`src/rtl/led_pattern_gen.sv`:
```
// rtl/led_pattern_gen.sv - multi-channel LED driver with off/on/blink/PWM modes
module led_pattern_gen #(
    parameter int N_CH     = 8,
    parameter int TICK_DIV = 100_000,
    parameter int PERIOD_W = 12,
    parameter int PWM_W    = 8,
    localparam int CH_W    = (N_CH > 1) ? $clog2(N_CH) : 1
) (
    input  logic                sys_clk,
    input  logic                sys_rst,
    input  logic                cfg_we,
    input  logic [CH_W-1:0]     cfg_ch,
    input  logic [1:0]          cfg_mode,
    input  logic [PERIOD_W-1:0] cfg_half,
    input  logic [PWM_W-1:0]    cfg_duty,
    input  logic                sync,
    output logic                tick,
    output logic [N_CH-1:0]     led
);

    localparam int PRESC_W = (TICK_DIV > 1) ? $clog2(TICK_DIV) : 1;
    localparam logic [PRESC_W-1:0] PRESC_LAST = PRESC_W'(TICK_DIV - 1);

    typedef enum logic [1:0] {
        MODE_OFF   = 2'b00,
        MODE_ON    = 2'b01,
        MODE_BLINK = 2'b10,
        MODE_PWM   = 2'b11
    } mode_e;

    logic [PRESC_W-1:0]  presc_q, presc_d;
    logic                tick_q, tick_d;
    logic [PWM_W-1:0]    pwm_q, pwm_d;
    mode_e               mode_q  [N_CH];
    mode_e               mode_d  [N_CH];
    logic [PERIOD_W-1:0] half_q  [N_CH];
    logic [PERIOD_W-1:0] half_d  [N_CH];
    logic [PWM_W-1:0]    duty_q  [N_CH];
    logic [PWM_W-1:0]    duty_d  [N_CH];
    logic [PERIOD_W-1:0] phase_q [N_CH];
    logic [PERIOD_W-1:0] phase_d [N_CH];
    logic [N_CH-1:0]     state_q, state_d;
    logic [N_CH-1:0]     led_q, led_d;
    logic                tick_evt;
    logic                cfg_hit;

    // Next-state: prescaler, shared PWM counter, per-channel config, blink phase and LED drive
    always_comb begin
        tick_evt = (presc_q == PRESC_LAST) && !sync;
        // Widen by one bit so out-of-range indices are detectable even when N_CH is a power of two
        cfg_hit  = cfg_we && ({1'b0, cfg_ch} < (CH_W + 1)'(N_CH));
        presc_d  = (sync || presc_q == PRESC_LAST) ? '0 : presc_q + 1'b1;
        tick_d   = tick_evt;
        pwm_d    = sync ? '0 : pwm_q + 1'b1;
        state_d  = state_q;
        led_d    = '0;
        for (int i = 0; i < N_CH; i++) begin
            mode_d[i]  = mode_q[i];
            half_d[i]  = half_q[i];
            duty_d[i]  = duty_q[i];
            phase_d[i] = phase_q[i];

            // A half-period of 0 behaves like 1, so the last phase is 0 in both cases
            if (sync) begin
                phase_d[i] = '0;
                state_d[i] = 1'b0;
            end else if (tick_evt && mode_q[i] == MODE_BLINK) begin
                if (phase_q[i] == ((half_q[i] == '0) ? '0 : half_q[i] - PERIOD_W'(1))) begin
                    phase_d[i] = '0;
                    state_d[i] = ~state_q[i];
                end else begin
                    phase_d[i] = phase_q[i] + 1'b1;
                end
            end

            // A write re-phases its channel and takes priority over a coincident tick
            if (cfg_hit && cfg_ch == CH_W'(i)) begin
                mode_d[i]  = mode_e'(cfg_mode);
                half_d[i]  = cfg_half;
                duty_d[i]  = cfg_duty;
                phase_d[i] = '0;
                state_d[i] = 1'b0;
            end

            case (mode_q[i])
                MODE_OFF:   led_d[i] = 1'b0;
                MODE_ON:    led_d[i] = 1'b1;
                MODE_BLINK: led_d[i] = state_q[i];
                MODE_PWM:   led_d[i] = (pwm_q < duty_q[i]);
                default:    led_d[i] = 1'b0;
            endcase
        end
    end

    // State registers with asynchronous clear of everything, including configuration
    always_ff @(posedge sys_clk or posedge sys_rst) begin
        if (sys_rst) begin
            presc_q <= '0;
            tick_q  <= 1'b0;
            pwm_q   <= '0;
            state_q <= '0;
            led_q   <= '0;
            for (int i = 0; i < N_CH; i++) begin
                mode_q[i]  <= MODE_OFF;
                half_q[i]  <= '0;
                duty_q[i]  <= '0;
                phase_q[i] <= '0;
            end
        end else begin
            presc_q <= presc_d;
            tick_q  <= tick_d;
            pwm_q   <= pwm_d;
            state_q <= state_d;
            led_q   <= led_d;
            for (int i = 0; i < N_CH; i++) begin
                mode_q[i]  <= mode_d[i];
                half_q[i]  <= half_d[i];
                duty_q[i]  <= duty_d[i];
                phase_q[i] <= phase_d[i];
            end
        end
    end

    assign tick = tick_q;
    assign led  = led_q;

endmodule
```
`config.mk`:
```
export PLATFORM = sky130hd
export DESIGN_NAME = led_pattern_gen
export DESIGN_NICKNAME = d
export VERILOG_FILES = /design/src/rtl/led_pattern_gen.sv
export SDC_FILE = /design/constraint.sdc
export NUM_CORES = 1
export LEC_CHECK = 0
export BUFFER_PORTS_ARGS = -buffer_cell sky130_fd_sc_hd__buf_2
export CELL_PAD_IN_SITES_DETAIL_PLACEMENT = 1
export CELL_PAD_IN_SITES_GLOBAL_PLACEMENT = 1
export CORE_MARGIN = 1.5
export CORE_UTILIZATION = 45
export CTS_CLUSTER_DIAMETER = 30
export DETAILED_ROUTE_END_ITERATION = 8
export PLACE_DENSITY_LB_ADDON = 0.1
export SYNTH_ARGS = -nofsm -noshare
export SYNTH_HDL_FRONTEND = slang
export SYNTH_SLANG_ARGS = --single-unit
```
`constraint.sdc`:
```
create_clock -name sys_clk -period 10.3 [get_ports sys_clk]
set_input_delay 1.03 -clock sys_clk [delete_from_list [all_inputs] [get_ports sys_clk]]
set_output_delay 1.03 -clock sys_clk [all_outputs]
set_load 0.01 [all_outputs]
```
==> reports/qor.yml <==
required_ps: 10780
critPathLaunch: "presc_q[5]"
startpoint_type: "flip-flop"
crit_arrival_ps: 4460
cts_hold_buf: 0
vias: 15629
synth_seq_cells: 314
die_area_um2: 43450
fin_total_pwr_w: 0.005371
hp-start: "presc_q[0]"
nFillCells: 4572
antenna_found_initial: 3
core_area_um2: 41760
cts_setup_buffers: 0
grt_use_total_pct: 25.64
outcome: "finished clean"
ir_drop_mv: 0.1410
start_util_pct: 45.49
antenna_left: 0
path_max_fanout: 8
via_per_inst: 5.884
synth_edf_count: 0
drt_iter0_markers: 708
ys.flop_type: "dfrtp_1"
yosysSeqAreaShare_pct: 41.36
critPathKind: "reg -> reg"
synthTopCellsByCount: "314 x dfrtp_1, 160 x nor2_1, 149 x nand2_1"
drv_slew: 0
layout-drive-gt1-share_pct: 18.29
p_leak_nw: 10.20
area.growth.synth_to_final_pct: 20.68
grt_pass1_wl_um: 88880
io_pins: 38
min_path_type: "reg -> reg"
avgSynthCellArea_um2: 9.570
clockRootBuffer: "clkbuf_16"
numCtsBuffers: 91
ctsResizeCount: 0
synth.top_cell.area_share_pct: 41.36
die_width_um: 208.5
synth_most_common_cell: "dfrtp_1"
r2r_start: "presc_q[5]"
die_y_um: 208.5
skew_ps: 20.14
first_pass_iters: 5
synth_area_um2: 19000
gr-total-overflow: 0
wirelength_um: 54250
setup_tns_ps: 0
grt_pass1_vias: 16581
cap_violations: 0
yosysUniqueCellTypes: 88
synth_fp_nets: 2088
hold_viol_final: 0
detail_route.wl_per_cell_um: 20.43
num_rows: 75
synthTopCellsByArea: "dfrtp_1 41%, mux2_2 8.2%, ha_1 4.9%"
cts_tree: "yes"
fin_nets: 2144
hold-worst-slack_ps: 496.9
cts_max_level: 3
rsz0062_at_grt: "false"
final.period_utilization_pct: 38.69
clock-sinks: 314
setup_viol: 0
yosysTopAreaCell: "dfrtp_1"
insertion_delay_ps: 600
yosys_warnings: 0
syn_inst: 1985
fmaxAchievable_mhz: 251.0
fin_crit_ps: 3985
io_buffers: 37
ys_async_sr_fraction_pct: 100.0
timing.slew.headroom_pct: 11.82
end_kind: "flip-flop"
grt_max_degree: 183
clkTransAtPathRegs_ps: 40
hpwl_um: 35070
worstMarginPinSlew_ps: 1323
drc: 0
power_density_nw_per_um2: 234.3
cts_buffer_depth: 3
gp_congestion: 0.8324
layout by cell type (no fill, tap or decap), drive strengths merged, types with 15 or more instances in the layout:
| cell type | instances |
|---|---|
| nand2b | 27 |
| mux2 | 139 |
| nand2 | 149 |
| nand4 | 34 |
| and3 | 29 |
| clkbuf | 117 |
| nor2b | 29 |
| buf | 49 |
| nor4 | 36 |
| or3 | 33 |
| bufinv | 15 |
| mux2i | 29 |
| clkinv | 30 |
| a21o | 48 |
| xnor2 | 65 |
| dfrtp | 314 |
| nor3 | 69 |
| nor2 | 161 |
| nand3 | 62 |
| a21oi | 61 |
| or4 | 20 |
| inv | 98 |
| xor2 | 83 |
| ha | 74 |
| o31ai | 17 |
| a31oi | 17 |
| o21ai | 104 |
| nor3b | 16 |
stage by stage:
stage | util (%) | area (µm²) | instances | setup WS, ps
after global routing | 54.89 | 22920 | 2655 | 6123
final | 54.89 | 22920 | 2656 | 6315
after detailed placement | 47.04 | 19640 | 2487 | 6418
after global placement | 47.04 | 19640 | 2487 | 6600
after CTS | 54.89 | 22920 | 2655 | 6337
after floorplan | - | 19000 | 1985 | 583.8
sequential cells by signal, summed over array words and instances (netlist names):
name and count:
half_q 96, phase_q 96, duty_q 64, presc_q 17
mode_q 16, led 8, pwm_q 8, state_q 8
tick 1
power by group:
part           internal, W  total, W  switching (W)
logic             0.000369  0.000813       0.000444
clock network      0.00214   0.00296       0.000819
registers          0.00140   0.00160       0.000199
cell type report:
| class | instances | area, µm² | area share (%) |
|---|---|---|---|
| Antenna cell | 1 | 2.502 | 0.01092 |
| Clock buffer | 117 | 2610 | 11.39 |
| Clock inverter | 51 | 669.4 | 2.920 |
| Inverter | 97 | 371.6 | 1.621 |
| Multi-Input combinational cell | 1488 | 10450 | 45.59 |
| Sequential cell | 314 | 7858 | 34.28 |
| Tap cell | 539 | 674.4 | 2.942 |
| Timing Repair Buffer | 49 | 287.8 | 1.255 |
worst paths after layout:
kind	end	cells after the start	slack, ps
min	presc_q[0]	1	500
max	phase_q[59]	8	6320
min in group asynchronous	half_q[29]	2	590
max in group asynchronous	phase_q[62]	3	8110
min reg2reg	presc_q[0]	1	500
max reg2reg	phase_q[59]	8	6320
critical path, stage by stage, from the launching register on:
cell and delay, ps:
dfrtp_1 450, nor4bb_1 530, nand4_1 860, nor3b_1 800, nor2_1 280, nor3_1 490, nand3_1 170, xnor2_1 160
o21a_1 110
kinds of logic after synthesis:
family                     share of synthesized area (%)
xor gates and xnor gates                           6.949
DFF                                                41.36
muxes                                              9.768
AOI/OAI and AO/OA                                  13.15
buffers and inverters                              3.728
adders and majority gates                          4.874
and+or+nand+nor                                    20.16
metal layers:
metal | part of all wire (%) | track usage [%] | vias up
li1 | - | - | 7317
met1 | 46 | 33.98 | 7953
met2 | 48 | 42.01 | 258
met3 | 3.8 | 4.604 | 101
met4 | 3.0 | 9.237 | 0
met5 | 0 | 0 | -
No activity file was read; power rests on OpenSTA's default activity.
